**src/rtl/ysyx_210184_pipe_ctrl_pkg.sv**
```systemverilog
// ysyx_210184_pipe_ctrl_pkg: shared bus width, FSM state encoding and sizing helper for the pipeline controller
package ysyx_210184_pipe_ctrl_pkg;
  localparam int REG_BUS = 64;
  typedef enum logic {
    S_RUN   = 1'b0,
    S_FLUSH = 1'b1
  } state_t;
  function automatic int flw(input int n);
    return (n < 2) ? 1 : $clog2(n);
  endfunction
endpackage

```
**src/rtl/ysyx_210184_pipe_ctrl_if.sv**
```systemverilog
// ysyx_210184_pipe_ctrl_if: hazard/stall/flush bundle between pipeline (master) and controller (slave)
interface ysyx_210184_pipe_ctrl_if #(parameter int CNT_W = 32);
  import ysyx_210184_pipe_ctrl_pkg::*;
  logic [4:0]         id_rs1_i;
  logic [4:0]         id_rs2_i;
  logic               id_use_rs1_i;
  logic               id_use_rs2_i;
  logic               ex_load_i;
  logic [4:0]         ex_rd_i;
  logic               ex_redirect_i;
  logic [REG_BUS-1:0] ex_target_i;
  logic               mem_req_i;
  logic               mem_ready_i;
  logic               stall_mem_o;
  logic               stall_exe_o;
  logic               flush_o;
  logic               redirect_valid_o;
  logic [REG_BUS-1:0] redirect_pc_o;
  logic               busy_o;
  logic [CNT_W-1:0]   stall_cnt_o;
  logic [CNT_W-1:0]   flush_cnt_o;
  modport master (
    output id_rs1_i, id_rs2_i, id_use_rs1_i, id_use_rs2_i, ex_load_i, ex_rd_i,
           ex_redirect_i, ex_target_i, mem_req_i, mem_ready_i,
    input  stall_mem_o, stall_exe_o, flush_o, redirect_valid_o, redirect_pc_o,
           busy_o, stall_cnt_o, flush_cnt_o
  );
  modport slave (
    input  id_rs1_i, id_rs2_i, id_use_rs1_i, id_use_rs2_i, ex_load_i, ex_rd_i,
           ex_redirect_i, ex_target_i, mem_req_i, mem_ready_i,
    output stall_mem_o, stall_exe_o, flush_o, redirect_valid_o, redirect_pc_o,
           busy_o, stall_cnt_o, flush_cnt_o
  );
endinterface

```
**src/rtl/ysyx_210184_hazard_det.sv**
```systemverilog
// ysyx_210184_hazard_det: combinational load-use compare (EXE load rd vs ID rs1/rs2, x0 never hazards)
module ysyx_210184_hazard_det (
  input  logic [4:0] i_id_rs1,
  input  logic [4:0] i_id_rs2,
  input  logic       i_id_use_rs1,
  input  logic       i_id_use_rs2,
  input  logic       i_ex_load,
  input  logic [4:0] i_ex_rd,
  output logic       o_luse
);
  assign o_luse = i_ex_load & (i_ex_rd != 5'd0) &
                  ((i_id_use_rs1 & (i_id_rs1 == i_ex_rd)) | (i_id_use_rs2 & (i_id_rs2 == i_ex_rd)));
endmodule

```
**src/rtl/ysyx_210184_pipe_ctrl.sv**
```systemverilog
// ysyx_210184_pipe_ctrl: hazard/flush sequencer; ports clk, rst (sync high), bus (slave: hazard inputs in, stall/flush/redirect/counters out)
module ysyx_210184_pipe_ctrl
  import ysyx_210184_pipe_ctrl_pkg::*;
#(
  parameter int FLUSH_CYCLES = 2,
  parameter int CNT_W        = 32
) (
  input logic                    clk,
  input logic                    rst,
  ysyx_210184_pipe_ctrl_if.slave bus
);
  localparam int FL_W = flw(FLUSH_CYCLES);
  state_t             r_state, w_state_nx;
  logic [FL_W-1:0]    r_flush_left, w_flush_left_nx;
  logic               r_luse_done, r_redirect_valid;
  logic [REG_BUS-1:0] r_redirect_pc;
  logic [CNT_W-1:0]   r_stall_cnt, r_flush_cnt;
  logic               w_luse, w_stall_mem, w_stall_exe, w_flush, w_accept;
  ysyx_210184_hazard_det u_hazard_det (
    .i_id_rs1     (bus.id_rs1_i),
    .i_id_rs2     (bus.id_rs2_i),
    .i_id_use_rs1 (bus.id_use_rs1_i),
    .i_id_use_rs2 (bus.id_use_rs2_i),
    .i_ex_load    (bus.ex_load_i),
    .i_ex_rd      (bus.ex_rd_i),
    .o_luse       (w_luse)
  );
  // a frozen bus freezes everything; a redirect wins over a load-use bubble and restarts any flush in progress
  always_comb begin
    w_stall_mem     = bus.mem_req_i & ~bus.mem_ready_i;
    w_flush         = r_state == S_FLUSH;
    w_accept        = bus.ex_redirect_i & ~w_stall_mem;
    w_stall_exe     = ~w_flush & w_luse & ~r_luse_done & ~bus.ex_redirect_i & ~w_stall_mem;
    w_state_nx      = w_stall_mem ? r_state :
                      (w_accept | (w_flush & (r_flush_left != '0))) ? S_FLUSH : S_RUN;
    w_flush_left_nx = w_stall_mem ? r_flush_left :
                      w_accept ? FL_W'(FLUSH_CYCLES - 1) :
                      (r_flush_left != '0) ? r_flush_left - FL_W'(1) : '0;
  end
  always_ff @(posedge clk) begin
    if (rst) begin
      r_state          <= S_RUN;
      r_flush_left     <= '0;
      r_luse_done      <= 1'b0;
      r_redirect_valid <= 1'b0;
      r_redirect_pc    <= '0;
      r_stall_cnt      <= '0;
      r_flush_cnt      <= '0;
    end else begin
      r_state          <= w_state_nx;
      r_flush_left     <= w_flush_left_nx;
      r_luse_done      <= w_stall_mem ? r_luse_done : w_stall_exe;
      r_redirect_valid <= w_accept;
      r_redirect_pc    <= w_accept ? bus.ex_target_i : r_redirect_pc;
      r_stall_cnt      <= r_stall_cnt + CNT_W'(w_stall_mem | w_stall_exe);
      r_flush_cnt      <= r_flush_cnt + CNT_W'(w_flush);
    end
  end
  assign bus.stall_mem_o      = w_stall_mem;
  assign bus.stall_exe_o      = w_stall_exe;
  assign bus.flush_o          = w_flush;
  assign bus.redirect_valid_o = r_redirect_valid;
  assign bus.redirect_pc_o    = r_redirect_pc;
  assign bus.busy_o           = r_state != S_RUN;
  assign bus.stall_cnt_o      = r_stall_cnt;
  assign bus.flush_cnt_o      = r_flush_cnt;
endmodule
```
**src/flat_wrapper.sv**
```systemverilog
// flat-port wrapper written by rule: the top's interface ports become plain ports
module ysyx_210184_pipe_ctrl_flat import ysyx_210184_pipe_ctrl_pkg::*;
#(
  parameter int FLUSH_CYCLES = 2,
  parameter int CNT_W        = 32
)
  (clk, rst, bus_id_rs1_i, bus_id_rs2_i, bus_id_use_rs1_i, bus_id_use_rs2_i, bus_ex_load_i, bus_ex_rd_i, bus_ex_redirect_i, bus_ex_target_i, bus_mem_req_i, bus_mem_ready_i, bus_stall_mem_o, bus_stall_exe_o, bus_flush_o, bus_redirect_valid_o, bus_redirect_pc_o, bus_busy_o, bus_stall_cnt_o, bus_flush_cnt_o);
  ysyx_210184_pipe_ctrl_if #(.CNT_W(CNT_W)) bus_i ();
  input logic clk;
  input logic rst;
  input wire logic [$bits(bus_i.id_rs1_i)-1:0] bus_id_rs1_i;
  input wire logic [$bits(bus_i.id_rs2_i)-1:0] bus_id_rs2_i;
  input wire logic [$bits(bus_i.id_use_rs1_i)-1:0] bus_id_use_rs1_i;
  input wire logic [$bits(bus_i.id_use_rs2_i)-1:0] bus_id_use_rs2_i;
  input wire logic [$bits(bus_i.ex_load_i)-1:0] bus_ex_load_i;
  input wire logic [$bits(bus_i.ex_rd_i)-1:0] bus_ex_rd_i;
  input wire logic [$bits(bus_i.ex_redirect_i)-1:0] bus_ex_redirect_i;
  input wire logic [$bits(bus_i.ex_target_i)-1:0] bus_ex_target_i;
  input wire logic [$bits(bus_i.mem_req_i)-1:0] bus_mem_req_i;
  input wire logic [$bits(bus_i.mem_ready_i)-1:0] bus_mem_ready_i;
  output wire logic [$bits(bus_i.stall_mem_o)-1:0] bus_stall_mem_o;
  output wire logic [$bits(bus_i.stall_exe_o)-1:0] bus_stall_exe_o;
  output wire logic [$bits(bus_i.flush_o)-1:0] bus_flush_o;
  output wire logic [$bits(bus_i.redirect_valid_o)-1:0] bus_redirect_valid_o;
  output wire logic [$bits(bus_i.redirect_pc_o)-1:0] bus_redirect_pc_o;
  output wire logic [$bits(bus_i.busy_o)-1:0] bus_busy_o;
  output wire logic [$bits(bus_i.stall_cnt_o)-1:0] bus_stall_cnt_o;
  output wire logic [$bits(bus_i.flush_cnt_o)-1:0] bus_flush_cnt_o;
  assign bus_i.id_rs1_i = bus_id_rs1_i;
  assign bus_i.id_rs2_i = bus_id_rs2_i;
  assign bus_i.id_use_rs1_i = bus_id_use_rs1_i;
  assign bus_i.id_use_rs2_i = bus_id_use_rs2_i;
  assign bus_i.ex_load_i = bus_ex_load_i;
  assign bus_i.ex_rd_i = bus_ex_rd_i;
  assign bus_i.ex_redirect_i = bus_ex_redirect_i;
  assign bus_i.ex_target_i = bus_ex_target_i;
  assign bus_i.mem_req_i = bus_mem_req_i;
  assign bus_i.mem_ready_i = bus_mem_ready_i;
  assign bus_stall_mem_o = bus_i.stall_mem_o;
  assign bus_stall_exe_o = bus_i.stall_exe_o;
  assign bus_flush_o = bus_i.flush_o;
  assign bus_redirect_valid_o = bus_i.redirect_valid_o;
  assign bus_redirect_pc_o = bus_i.redirect_pc_o;
  assign bus_busy_o = bus_i.busy_o;
  assign bus_stall_cnt_o = bus_i.stall_cnt_o;
  assign bus_flush_cnt_o = bus_i.flush_cnt_o;
  ysyx_210184_pipe_ctrl #(.FLUSH_CYCLES(FLUSH_CYCLES), .CNT_W(CNT_W)) u_core (.clk(clk), .rst(rst), .bus(bus_i));
endmodule
```
**config.mk**
```make
export PLATFORM = sky130hd
export DESIGN_NAME = ysyx_210184_pipe_ctrl_flat
export DESIGN_NICKNAME = d
export VERILOG_FILES = /design/src/rtl/ysyx_210184_pipe_ctrl_pkg.sv /design/src/rtl/ysyx_210184_pipe_ctrl_if.sv /design/src/rtl/ysyx_210184_hazard_det.sv /design/src/rtl/ysyx_210184_pipe_ctrl.sv /design/src/flat_wrapper.sv
export SDC_FILE = /design/constraint.sdc
export NUM_CORES = 1
export LEC_CHECK = 0
export ABC_AREA = 1
export ABC_CLOCK_PERIOD_IN_PS = 3200
export CORE_UTILIZATION = 45
export CTS_CLUSTER_DIAMETER = 200
export DETAILED_ROUTE_END_ITERATION = 10
export PLACE_DENSITY = 0.8
export RECOVER_POWER = 50
export SETUP_SLACK_MARGIN = 0.02
export SLEW_MARGIN = 20
export SYNTH_ARGS = -nofsm -noshare
export SYNTH_HDL_FRONTEND = slang
export SYNTH_SLANG_ARGS = --single-unit
export TNS_END_PERCENT = 5
```
**constraint.sdc**
```tcl
create_clock -name clk -period 3.2 [get_ports clk]
set_input_delay 0.8 -clock clk [delete_from_list [all_inputs] [get_ports clk]]
set_output_delay 0.8 -clock clk [all_outputs]
set_load 0.02 [all_outputs]
```
==> results.sh <==
export IMPL_run_status="finished, final reports clean"
export IMPL_via_per_inst=4.95
export IMPL_final_layout_size_suffix_gt1_frac=0.0540
export IMPL_p_sw_mw=1.03
export IMPL_drt_pre_antenna_iters=5
export IMPL_timing_hold_ws_ns=0.465
export IMPL_seq_power_share=0.385
export IMPL_final_cell_area_um2=8990
export IMPL_drv_slew=0
export IMPL_critical_path_max_stage_delay_ns=0.70
export IMPL_critical_path_buffers_and_inverters=3
export IMPL_critical_path_startpoint_type="input port"
export IMPL_power_per_cell_area_nw_per_um2=505
export IMPL_crit_required_ns=2.40
export IMPL_cts_max_path_buffers=2
export IMPL_tightestPinTransition_ns=1.10
export IMPL_timing_max_slew_rel_slack=0.267
export IMPL_num_io_pins=220
export IMPL_finalWirelength_um=17800
export IMPL_cellInternalPower_mw=3.50
export IMPL_clock_fmax_mhz=323
export IMPL_postSynthNetCount=966
export IMPL_vertical_die_dimension_um=117
export IMPL_r2r_setup_slack_ns=1.00
export IMPL_syn_instance_count=875
export IMPL_yosysSeqAreaShare=0.447
export IMPL_first_global_vias=5905
export IMPL_timing_critical_path_cells="clkdlybuf4s50_1, inv_1, nor2_2, clkdlybuf4s50_1"
export IMPL_max_cap_viol_count=0
export IMPL_num_antenna_cells=0
export IMPL_grt_start_max_net_pins=65
export IMPL_post_synth_cell_area_avg_um2=6.76
export IMPL_clkSlewWorstSetupHoldPaths_ns=0.06
export IMPL_synth_lib_cells_used_distinct=32
export IMPL_groute_usage_overall=0.269
export IMPL_gp_routability_congestion=0.874
export IMPL_dpl_instance_area_um2=8330
export IMPL_floorplan_core_area_um2=12700
export IMPL_die_area_um2=13600
export IMPL_drc=0
export IMPL_clock_root_buffer="sky130_fd_sc_hd__clkbuf_16"
export IMPL_antenna_violating_nets_post_route=0
export IMPL_synth_ff_latch_count=132
export IMPL_timing_worst_setup_path_type="input port to output pin"
export IMPL_hold_path_class="flop to flop"
export IMPL_maximum_ir_drop_on_the_vdd_rail_mv=0.468
export IMPL_grt_overflow=0
export IMPL_critical_path_top_cell_by_count="sky130_fd_sc_hd__clkdlybuf4s50_1"
export IMPL_num_nets_final=1189
export IMPL_initial_utilization=0.465
export IMPL_synth_area_um2=5920
export IMPL_finalHoldViolCount=0
export IMPL_drt_initial_drc_count=397
export IMPL_timing_critical_path_to_type="output pin"
export IMPL_antenna_found_initial=0
export IMPL_worstSkewPairLatency_ns=0.42
export IMPL_worst_endpoint_arrival_ns=2.29
export IMPL_worst_path_max_fanout=6
export IMPL_area_growth_syn_to_layout_pct=52.0
export IMPL_route_vias_total=6352
export IMPL_clock_power_share=0.506
export IMPL_portBuffers=219
export IMPL_number_of_h_tree_branching_levels=4
export IMPL_avgRoutedWirePerCell_um=13.9
export IMPL_yosys_warning_count=0
export IMPL_hpwlAfterDp_um=12600
export IMPL_post_cts_setup_buffers=0
export IMPL_period_share=0.967
export IMPL_unrepaired_setup_endpoints_after_global_routing="no"
export IMPL_cp_top_family="buffers and inverters"
export IMPL_setup_violations_final=0
export IMPL_std_cell_rows=41
export IMPL_power_combinational_fraction=0.109
export IMPL_clock_sinks=132
export IMPL_cts_tree="yes"
export IMPL_min_period_ns=3.09
export IMPL_grt_pass1_wl_um=28100
export IMPL_power_leakage_nw=3.52
export IMPL_worst_path_max_delay_cell="sky130_fd_sc_hd__clkdlybuf4s50_1"
export IMPL_cts_buffers_inserted=17
export IMPL_clock_skew_ns=0.00995
export IMPL_chipWidth_um=117
export IMPL_switching_share=0.228
-- path summary, 6_finish.rpt --
kind | startpoint | to | cells after the start
setup reg to reg | u_core.bus.busy_o | u_core.bus.stall_cnt_o[10] | 15
hold / removal | u_core.r_flush_left | u_core.r_flush_left | 2
hold reg to reg | u_core.r_flush_left | u_core.r_flush_left | 2
setup / recovery | bus_mem_req_i | bus_stall_mem_o | 4
-- area by class of cell --
cell class / count / area [um2]
fill: 1081 / 3730
multi-input combinational: 655 / 2890
sequential: 132 / 2640
timing repair buffer: 233 / 2320
clock buffer: 18 / 439
clock inverter: 14 / 256
inverter: 59 / 221
tap: 172 / 215
-- synth_stat cells --
cell type                  instances  area, um2
sky130_fd_sc_hd__a21oi_1          45        225
sky130_fd_sc_hd__and3_1            3       18.8
sky130_fd_sc_hd__buf_1             1       3.75
sky130_fd_sc_hd__buf_2             4       20.0
sky130_fd_sc_hd__buf_4             2       15.0
sky130_fd_sc_hd__buf_6             1       11.3
sky130_fd_sc_hd__clkbuf_1         20       75.1
sky130_fd_sc_hd__clkbuf_8          1       13.8
sky130_fd_sc_hd__dfxtp_1         132       2640
sky130_fd_sc_hd__ha_1              4       50.1
sky130_fd_sc_hd__inv_1            58        218
sky130_fd_sc_hd__inv_2             1       3.75
sky130_fd_sc_hd__nand2_1         191        717
sky130_fd_sc_hd__nand2_2           5       31.3
sky130_fd_sc_hd__nand2_4           1       11.3
sky130_fd_sc_hd__nand3_1          13       65.1
sky130_fd_sc_hd__nand3_2           2       20.0
sky130_fd_sc_hd__nand3b_1         18        135
sky130_fd_sc_hd__nand4_1           5       31.3
sky130_fd_sc_hd__nor2_1          257        965
sky130_fd_sc_hd__nor2_2            5       31.3
sky130_fd_sc_hd__nor2_4            5       56.3
sky130_fd_sc_hd__nor3_1            4       20.0
sky130_fd_sc_hd__o211ai_1          1       7.51
sky130_fd_sc_hd__o21a_1            6       45.0
sky130_fd_sc_hd__o21ai_0          80        400
sky130_fd_sc_hd__o21ai_1           1       5.00
sky130_fd_sc_hd__o21bai_1          1       7.51
sky130_fd_sc_hd__o21bai_2          1       11.3
sky130_fd_sc_hd__or2_0             1       6.26
sky130_fd_sc_hd__xnor2_1           4       35.0
sky130_fd_sc_hd__xor2_1            2       17.5
-- through the flow --
step | instances | power [mW] | TNS (ns) | utilization | setup slack [ns]
2_1_floorplan | 875 | 2.00 | 0 | - | 0.662
6_report | 1283 | 4.54 | 0 | 0.707 | 0.107
5_1_grt | 1283 | 4.68 | 0 | 0.707 | 0.0265
3_5_place_dp | 1251 | 2.30 | -0.853 | 0.655 | -0.137
4_1_cts | 1283 | 4.59 | 0 | 0.709 | 0.0889
3_3_place_gp | 1251 | 2.29 | -0.185 | 0.655 | -0.0846
-- power groups by stage --
stage,clock network (mW),registers [mW],logic (mW)
6_report,2.30,1.74,0.495
5_1_grt,2.39,1.75,0.539
4_1_cts,2.32,1.75,0.522
3_5_place_dp,0,1.78,0.517
3_3_place_gp,0,1.78,0.514
2_1_floorplan,0,1.86,0.145
-- worst register-to-register path, stage by stage, from the launching register on --
cell                       delay [ns]
sky130_fd_sc_hd__dfxtp_1         0.37
sky130_fd_sc_hd__nor2_1          0.13
sky130_fd_sc_hd__nand4_1         0.09
sky130_fd_sc_hd__inv_1           0.06
sky130_fd_sc_hd__nand2_1         0.06
sky130_fd_sc_hd__clkbuf_4        0.14
sky130_fd_sc_hd__nand2_1         0.08
sky130_fd_sc_hd__ha_1            0.17
sky130_fd_sc_hd__ha_1            0.18
sky130_fd_sc_hd__nand2_2         0.08
sky130_fd_sc_hd__nor2_2          0.15
sky130_fd_sc_hd__nand2_2         0.11
sky130_fd_sc_hd__nor2_4          0.13
sky130_fd_sc_hd__buf_4           0.14
sky130_fd_sc_hd__a21oi_1         0.06
sky130_fd_sc_hd__o21a_1          0.13
-- flip-flops by register name (all words and copies together), names as in the netlist --
register,cells
u_core.bus.redirect_valid_o,1
u_core.bus.redirect_pc_o,64
u_core.bus.busy_o,1
u_core.bus.flush_cnt_o,32
u_core.bus.stall_cnt_o,32
u_core.r_flush_left,1
u_core.r_luse_done,1
-- repair_timing --
action	4_1_cts	5_1_grt
gates resized for setup	1	1
setup endpoints to repair	1	1
hold buffers	0	0
-- layout by cell type, fill, tap and decap left out, types with 2 or more instances in the layout --
master and n:
sky130_fd_sc_hd__clkdlybuf4s50_1 141, sky130_fd_sc_hd__dlygate4sd3_1 76, sky130_fd_sc_hd__inv_1 58, sky130_fd_sc_hd__dfxtp_1 132, sky130_fd_sc_hd__nand3b_1 18, sky130_fd_sc_hd__a21oi_1 45, sky130_fd_sc_hd__nand3_1 14, sky130_fd_sc_hd__nand4_1 5
sky130_fd_sc_hd__bufinv_16 7, sky130_fd_sc_hd__o21a_1 6, sky130_fd_sc_hd__nor2_1 259, sky130_fd_sc_hd__buf_12 3, sky130_fd_sc_hd__nor2_2 3, sky130_fd_sc_hd__ha_1 4, sky130_fd_sc_hd__nor2_4 5, sky130_fd_sc_hd__o21ai_0 80
sky130_fd_sc_hd__nand2_2 4, sky130_fd_sc_hd__clkbuf_1 2, sky130_fd_sc_hd__buf_4 8, sky130_fd_sc_hd__clkinv_2 4, sky130_fd_sc_hd__nand2_1 193, sky130_fd_sc_hd__clkbuf_16 17, sky130_fd_sc_hd__and3_1 3, sky130_fd_sc_hd__nor3_1 4
sky130_fd_sc_hd__clkinv_4 3, sky130_fd_sc_hd__xor2_1 2, sky130_fd_sc_hd__xnor2_1 4
-- logic make-up after synthesis --
| group | Yosys count | share of synthesized area |
|---|---|---|
| xor+xnor | 6 | 0.00888 |
| buf+inv | 88 | 0.0609 |
| simple gates | 510 | 0.356 |
| flops | 132 | 0.447 |
| compound gates | 135 | 0.119 |
| fa+ha+maj | 4 | 0.00846 |
-- metal layers --
| metal | up-vias | GRT usage | share of wire |
|---|---|---|---|
| li1 | 3221 | - | - |
| met1 | 2855 | 0.311 | 0.41 |
| met2 | 236 | 0.445 | 0.47 |
| met3 | 40 | 0.114 | 0.085 |
| met4 | 0 | 0.0996 | 0.028 |
| met5 | - | 0 | 0 |
Note: power is estimated with default switching activity, not from simulation.
